[src/rtl/posit_decode_pipe.sv]
// rtl/posit_decode_pipe.sv - two-stage pipelined posit field extractor
// S1 holds sign/flags/magnitude; S2 holds the decoded scale and mantissa.
module posit_decode_pipe #(
  parameter int N  = 32,
  parameter int ES = 2,
  parameter int RS = $clog2(N),
  localparam int SW = RS + ES + 2,
  localparam int MW = N - ES - 2
) (
  input  logic          clk,
  input  logic          rst,
  input  logic          in_valid,
  output logic          in_ready,
  input  logic [N-1:0]  in_posit,
  output logic          out_valid,
  input  logic          out_ready,
  output logic          out_sign,
  output logic          out_zero,
  output logic          out_nar,
  output logic [SW-1:0] out_scale,
  output logic [MW-1:0] out_mant
);

  logic          s1_valid_q, s1_sign_q, s1_zero_q, s1_nar_q;
  logic [N-2:0]  s1_mag_q;
  logic          s1_sign_d, s1_zero_d, s1_nar_d;
  logic [N-2:0]  s1_mag_d;

  logic          s2_valid_q, s2_sign_q, s2_zero_q, s2_nar_q;
  logic [SW-1:0] s2_scale_q, s2_scale_d;
  logic [MW-1:0] s2_mant_q, s2_mant_d;

  logic s2_free, accept, advance;

  assign s2_free  = !s2_valid_q || out_ready;
  assign in_ready = !s1_valid_q || s2_free;
  assign accept   = in_valid && in_ready;
  assign advance  = s1_valid_q && s2_free;

  // Only the low N-1 bits of the magnitude matter: the MSB is 0 for every
  // word except NaR, which is flagged and never decoded.
  always_comb begin
    s1_sign_d = in_posit[N-1];
    s1_zero_d = (in_posit == '0);
    s1_nar_d  = (in_posit == {1'b1, {(N-1){1'b0}}});
    s1_mag_d  = s1_sign_d ? (~in_posit[N-2:0] + (N-1)'(1)) : in_posit[N-2:0];
  end

  always_ff @(posedge clk or posedge rst) begin
    if (rst) begin
      s1_valid_q <= 1'b0;
      s1_sign_q  <= 1'b0;
      s1_zero_q  <= 1'b0;
      s1_nar_q   <= 1'b0;
      s1_mag_q   <= '0;
    end else if (accept) begin
      s1_valid_q <= 1'b1;
      s1_sign_q  <= s1_sign_d;
      s1_zero_q  <= s1_zero_d;
      s1_nar_q   <= s1_nar_d;
      s1_mag_q   <= s1_mag_d;
    end else if (advance) begin
      s1_valid_q <= 1'b0;
    end
  end

  logic            reg_bit, run_done;
  logic [RS-1:0]   run_len;
  logic signed [RS:0] run_s, k_val;
  logic [N-4:0]    rest;
  logic [SW-1:0]   e_ext;

  assign reg_bit = s1_mag_q[N-2];

  always_comb begin
    run_len  = '0;
    run_done = 1'b0;
    for (int i = N - 2; i >= 0; i--) begin
      if (!run_done) begin
        if (s1_mag_q[i] == reg_bit) run_len = run_len + RS'(1);
        else run_done = 1'b1;
      end
    end
  end

  // The run is at least one bit, so shifting the tail by run_len-1 lines up the
  // first bit after the terminator at the MSB of rest.
  assign run_s = $signed({1'b0, run_len});
  assign k_val = reg_bit ? (run_s - (RS+1)'(1)) : -run_s;
  assign rest  = s1_mag_q[N-4:0] << (run_len - RS'(1));

  if (ES > 0) begin : g_exp
    assign e_ext = SW'(rest[N-4 -: ES]);
  end else begin : g_noexp
    assign e_ext = '0;
  end

  always_comb begin
    s2_scale_d = '0;
    s2_mant_d  = '0;
    if (!s1_zero_q && !s1_nar_q) begin
      s2_scale_d = (SW'(k_val) <<< ES) + e_ext;
      s2_mant_d  = {1'b1, rest[N-4-ES:0]};
    end
  end

  always_ff @(posedge clk or posedge rst) begin
    if (rst) begin
      s2_valid_q <= 1'b0;
      s2_sign_q  <= 1'b0;
      s2_zero_q  <= 1'b0;
      s2_nar_q   <= 1'b0;
      s2_scale_q <= '0;
      s2_mant_q  <= '0;
    end else if (advance) begin
      s2_valid_q <= 1'b1;
      s2_sign_q  <= s1_sign_q;
      s2_zero_q  <= s1_zero_q;
      s2_nar_q   <= s1_nar_q;
      s2_scale_q <= s2_scale_d;
      s2_mant_q  <= s2_mant_d;
    end else if (out_ready) begin
      s2_valid_q <= 1'b0;
    end
  end

  assign out_valid = s2_valid_q;
  assign out_sign  = s2_sign_q;
  assign out_zero  = s2_zero_q;
  assign out_nar   = s2_nar_q;
  assign out_scale = s2_scale_q;
  assign out_mant  = s2_mant_q;

endmodule

[config.mk]
export PLATFORM = sky130hd
export DESIGN_NAME = posit_decode_pipe
export DESIGN_NICKNAME = d
export VERILOG_FILES = /design/src/rtl/posit_decode_pipe.sv
export SDC_FILE = /design/constraint.sdc
export NUM_CORES = 1
export LEC_CHECK = 0
export CAP_MARGIN = 0
export CORE_MARGIN = 3
export CORE_UTILIZATION = 47
export CTS_CLUSTER_SIZE = 24
export DETAILED_ROUTE_END_ITERATION = 16
export PLACE_DENSITY = 0.67
export SLEW_MARGIN = 30
export SYNTH_ARGS = -nofsm -noshare
export SYNTH_HDL_FRONTEND = slang
export SYNTH_SLANG_ARGS = --single-unit
[constraint.sdc]
create_clock -name clk -period 16.65 [get_ports clk]
set_input_delay 3.33 -clock clk [delete_from_list [all_inputs] [get_ports clk]]
set_output_delay 3.33 -clock clk [all_outputs]
set_load 0.02 [all_outputs]
# Yosys cells after proc, flatten, opt, wreduce, memory -nomap -nowiden
# Index checks and enable logic that the tools add are counted.
[classes] n_addsub=34 eq_ne=31 shift=1 n_mux=123 bitwise=1 n_reduce_logical=12
[ops] cell="$mux 5" count=58
[ops] cell="$add 5x1->5 const B" count=29
[ops] cell="$mux 1" count=60
[ops] cell="$eq 32x32->1 const B" count=1
[ops] cell="$logic_not 32->1" count=1
[ops] cell="$add 31x1->31 const B" count=1
[ops] cell="$mux 31" count=1
[ops] cell="$not 31->31" count=1
[ops] cell="$eq 1x1->1" count=30
[ops] cell="$shl 29x5->29" count=1
[ops] cell="$mux 28" count=1
[ops] cell="$add 8x3->9" count=1
[ops] cell="$mux 9" count=1
[ops] cell="$mux 6" count=1
[ops] cell="$neg 5->6" count=1
[ops] cell="$sub 5x1->6 const B" count=1
[ops] cell="$sub 5x1->5 const B" count=1
[ops] cell="$logic_not 1->1" count=4
[ops] cell="$reduce_bool 2->1" count=2
[ops] cell="$logic_and 1x1->1" count=3
[ops] cell="$logic_or 1x1->1" count=2
[ops] cell="$mux 2" count=1
[word_totals] ff_bits=76 elab_cells=213

# Logic depth before layout (Yosys ltp)
[logic_depth] word_depth=93 depth_mapped=78 mapped_depth_nobuf=74

# Worst setup path before layout
# OpenSTA, ideal clock, no wires.
[synth_timing] path_kind="reg2reg" from="reg s1_mag_q[27]" to="reg s2_mant_q[23], in the netlist out_mant[23]" setup_ns=0.126 arrival_time_ns=13.678 required_ns=16.524 setup_slack_ns=2.846 stages_incl_launch_ff=68 synth_period_minus_slack_ns=13.804 path_cell_list="dfrtp_1 -> buf_6 -> or4_4 -> o22a_1 -> buf_6 -> nand2_1 -> ha_1 -> or2_2 -> a21oi_1 -> a31oi_1 -> ha_1 -> mux2_2 -> ha_1 -> o21a_1 -> ha_1 -> o21ai_0 -> o21ai_1 -> ha_1 -> (+32 left out) -> nand2_1 -> nand2_1 -> nand2_1 -> ha_1 -> o21ai_0 -> nor3_1 -> ha_1 -> mux2i_1 -> nand2_1 -> nand3_1 -> ha_1 -> clkbuf_1 -> clkbuf_1 -> buf_1 -> mux2i_1 -> mux2i_1 -> mux2i_1 -> a221o_1"
[synth_via] elab_chain_cells=87 word_cells_on_any_way=115 classes_between="28 x add/sub; 1 x eq/ne; 1 x shift; 85 x mux"
[synth_rtl] item="start: declaration" line_no="25" source="logic [N-2:0] s1_mag_q;"
[synth_rtl] item="start signal: assignment" line_no="61" source="s1_mag_q <= s1_mag_d;"
[synth_rtl] item="$eq 1x1->1" line_no="80" source="if (s1_mag_q[i] == reg_bit) run_len = run_len + RS'(1);"
[synth_rtl] item="$mux 5" line_no="80"
[synth_rtl] item="$mux 5" line_no="79" source="if (!run_done) begin"
[synth_rtl] item="$add 5x1->5" line_no="80"
[synth_rtl] item="$mux 5" line_no="80"
[synth_rtl] item="$mux 5" line_no="79"
[synth_rtl] item="$add 5x1->5" line_no="80"
[synth_rtl] item="$mux 5" line_no="80"
[synth_rtl] item="(+71 left out)"
[synth_rtl] item="$mux 5" line_no="80"
[synth_rtl] item="$mux 5" line_no="79"
[synth_rtl] item="$add 5x1->5" line_no="80"
[synth_rtl] item="$mux 5" line_no="80"
[synth_rtl] item="$mux 5" line_no="79"
[synth_rtl] item="$sub 5x1->5" line_no="90" source="assign rest = s1_mag_q[N-4:0] << (run_len - RS'(1));"
[synth_rtl] item="$shl 29x5->29 (*)" line_no="90"
[synth_rtl] item="$mux 28 (*)" line_no="101" source="if (!s1_zero_q && !s1_nar_q) begin"
[synth_rtl] item="end signal: assignment" line_no="121" source="s2_mant_q <= s2_mant_d;"
[synth_rtl] item="end: declaration" line_no="31" source="logic [MW-1:0] s2_mant_q, s2_mant_d;"
# Every way passes the cells marked *; elsewhere a longest branch is shown, timed or not.
# A chain may end at the register's enable or synchronous reset.

# Worst setup path in the final report
[layout_timing] from="reg s1_mag_q[30]" to="reg s2_mant_q[8], in the netlist out_mant[8]"
[layout_via] elab_chain_cells=92 word_cells_on_any_way=177 classes_between="30 x add/sub; 30 x eq/ne; 1 x shift; 116 x mux"
[layout_rtl] item="$eq 1x1->1" line_no="80"
[layout_rtl] item="$mux 2" line_no="80"
[layout_rtl] item="$add 5x1->5" line_no="80"
[layout_rtl] item="$mux 5" line_no="80"
[layout_rtl] item="$mux 5" line_no="79"
[layout_rtl] item="$add 5x1->5" line_no="80"
[layout_rtl] item="$mux 5" line_no="80"
[layout_rtl] item="$mux 5" line_no="79"
[layout_rtl] item="(+76 left out)"
[layout_rtl] item="$mux 5" line_no="80"
[layout_rtl] item="$mux 5" line_no="79"
[layout_rtl] item="$add 5x1->5" line_no="80"
[layout_rtl] item="$mux 5" line_no="80"
[layout_rtl] item="$mux 5 (*)" line_no="79"
[layout_rtl] item="$sub 5x1->5 (*)" line_no="90"
[layout_rtl] item="$shl 29x5->29 (*)" line_no="90"
[layout_rtl] item="$mux 28 (*)" line_no="101"
# Marks and branches as above.

==> results.toml <==
[synthesis]
syn_avg_cell_area_um2 = 7.86
synth_edf_count = 0
synth_seq_cells = 75
ys_types = 96
syn_nets = 1195
yosysWarnings = 0
synthArstFlopShare_pct = 100
ys_seq_area_share_pct = 21.1
synth_cells = 1132
synth_area_leaders = "dfrtp_1, mux2i_1, nand2_1"
synth_top_area_cell = "dfrtp_1"
syn_area_um2 = 8900
synth_top_flop_cell = "dfrtp_1"
yosysTopAreaCellShare_pct = 21.1

[grt]
grt_max_degree = 76
grtUsageTotal_pct = 23.9
grt_pass1_vias = 7860
grt_pass1_wl_um = 40400
antenna_found_initial = 0
overflow = 0

[route]
ant_nets = 0
routed_wl_um = 24900
drc = 0
vias = 8414
first_pass_iters = 5
wl_per_cell_um = 17.8
viasPerCell = 6.03
drt_iter0_drc = 628

[floorplanning]
ios = 78
core.rowCount = 49
core_area_um2 = 18300
initial_utilization_pct = 48.7
die_x_um = 144
die_height_um = 144
die_area_um2 = 20600

[timing]
hold_violations = 0
worstMarginPinSlew_ns = 0.787
setup_violations = 0
fmax_mhz = 64.8
slew_violations = 0
period_share_pct = 92.7
period_needed_ns = 15.43
relSlewSlack_pct = 47.3
fin_setup_tns_ns = 0
finClkSkew_ns = 0.00987

[finish]
drive_above_1_share_pct = 7.46
regArea_um2 = 1880
fin_nets = 1225
fin_util_pct = 55.6
design_area_um2 = 10200
fillCellCount = 1740
n_antenna_cell = 0
area_growth_syn_to_layout_pct = 14.2
multi_input_area_um2 = 6660

[power]
pwr-share-comb_pct = 64.6
leakage_uw = 0.00432
p_switching_uw = 675
p_sw_share_pct = 46.8
clock_power_share_pct = 15.2
peakVddDrop_mv = 0.0906
seqPwrFrac_pct = 20.2
design_power_total_uw = 1440
power_density_nw_per_um2 = 142
p_int_uw = 766

[clocking]
htreeDepth = 3
clock_path_buffers = 2
path_clk_slew_ns = 0.07
clkLatencyLatePin_ns = 0.35
hold_buffers = 0
cts_num_sinks = 75
cts_tree = "built"
clockRootBuffer = "clkbuf_16"
cts_inserted_buffers = 9

[flow_run]
cap_violations = 0

[placement]
place_area_um2 = 9740
port_buffers = 77
dp_hpwl_um = 18800
place_congestion = 0.921

[setup_path]
slowest_stage = "xnor3_2"
critical-path-max-stage-delay_ns = 0.48
cp_max_fo = 44
worstSetupStartpointType = "register"
end_kind = "register"
cp.arrival_ns = 15.71
cpMostUsedCell = "ha_1"
required_ns = 16.93
critPathKind = "reg2reg"
reg2reg_depth = 66

[hold_path]
hold_depth = 2
hold_path.class = "reg2reg"

[outcome]
status = "completed"
[power by group through the flow]
stage / registers, uW / clock network (uW) / logic (uW)
2_1_floorplan: 304 / 0 / 648
3_3_place_gp: 292 / 0 / 895
4_1_cts: 290 / 220 / 911
3_5_place_dp: 292 / 0 / 903
6_report: 291 / 219 / 931
5_1_grt: 298 / 228 / 1020
[Yosys cell counts, drive strengths merged, types with 9 or more instances]
library cell / n
a211oi: 11
a21boi: 10
a21oi: 43
a22o: 14
a31oi: 10
and2: 30
and3: 12
buf: 29
clkbuf: 44
dfrtp: 75
ha: 27
inv: 29
mux2i: 94
nand2: 165
nand2b: 20
nand3: 37
nand4: 9
nor2: 59
nor2b: 12
nor3: 22
o21ai: 96
o22ai: 9
o31ai: 16
or2: 15
or3: 20
xnor2: 38
xor2: 49
[final timing paths]
kind | from | endpoint | slack [ns]
min in group asynchronous | rst | out_mant[27] | 3.49
worst max-delay path | s1_mag_q[30] | out_mant[8] | 1.22
worst min-delay path | out_mant[27] | out_mant[27] | 0.48
max in group asynchronous | rst | s1_mag_q[30] | 12.67
worst min register to register | out_mant[27] | out_mant[27] | 0.48
worst max register to register | s1_mag_q[30] | out_mant[8] | 1.22
[stage by stage]
stage	setup slack (ns)	hold slack (ns)	std cells
6_report	1.22	0.480	1396
5_1_grt	-0.0871	0.521	1396
3_5_place_dp	1.04	0.469	1375
4_1_cts	0.957	0.483	1391
2_1_floorplan	2.85	0.442	1132
3_3_place_gp	1.47	0.463	1375
[state kept, by name (all words and copies together), names as in the netlist]
signal,count
out_mant,28
out_nar,1
out_scale,8
out_sign,1
out_valid,1
out_zero,1
s1_mag_q,31
s1_nar_q,1
s1_sign_q,1
s1_valid_q,1
s1_zero_q,1
[area by class of cell]
cell class / instances / area share, %
timing repair buffer: 92 / 8.90
clock inverter: 6 / 0.960
multi-input combinational: 955 / 65.5
sequential: 75 / 18.5
clock buffer: 10 / 2.25
inverter: 29 / 1.07
tap: 229 / 2.82
[per-layer routing]
metal / wire [um] / global-route usage (%)
met2: 11700 / 39.8
met5: 0 / 0
met3: 910 / 3.03
met1: 11900 / 33.2
met4: 407 / 5.45
[cell usage in the layout (no fill, tap or decap), drive strengths merged, types with 20 or more instances in the layout]
cell type | synthesis | routed
a21oi | 43 | 43
and2 | 30 | 30
clkdlybuf4s50 | 0 | 77
dfrtp | 75 | 75
ha | 27 | 27
inv | 29 | 31
mux2i | 94 | 94
nand2 | 165 | 165
nand2b | 20 | 20
nand3 | 37 | 37
nor2 | 59 | 59
nor3 | 22 | 22
o21ai | 96 | 96
or3 | 20 | 20
xnor2 | 38 | 38
xor2 | 49 | 49
[worst max-delay path, delay by kind of cell, from the launching register on]
| family | cells | cell delay (ns) |
|---|---|---|
| AOI/OAI and AO/OA | 24 | 5.14 |
| xor gates and xnor gates | 6 | 1.51 |
| adders and majority gates | 14 | 4.52 |
| buffers and inverters | 1 | 0.38 |
| DFF | 1 | 0.36 |
| muxes | 2 | 0.55 |
| and+or+nand+nor | 19 | 2.84 |
[timing repair]
| item | in CTS | in global routing |
|---|---|---|
| resized for setup | 0 | 5 |
| buffers inserted | 0 | 3 |
| endpoints found under the setup margin | 0 | 30 |
[logic make-up after synthesis]
family	count (synthesis)	synth area share, %
AO/OA/AOI/OAI	292	22.2
adder cells (fa/ha/maj)	30	4.13
AND/OR/NAND/NOR	434	24.6
buffers and inverters	102	4.96
flip-flops	75	21.1
multiplexers	106	12.7
XOR/XNOR	93	10.4
Note: power is estimated with default switching activity, not from simulation.
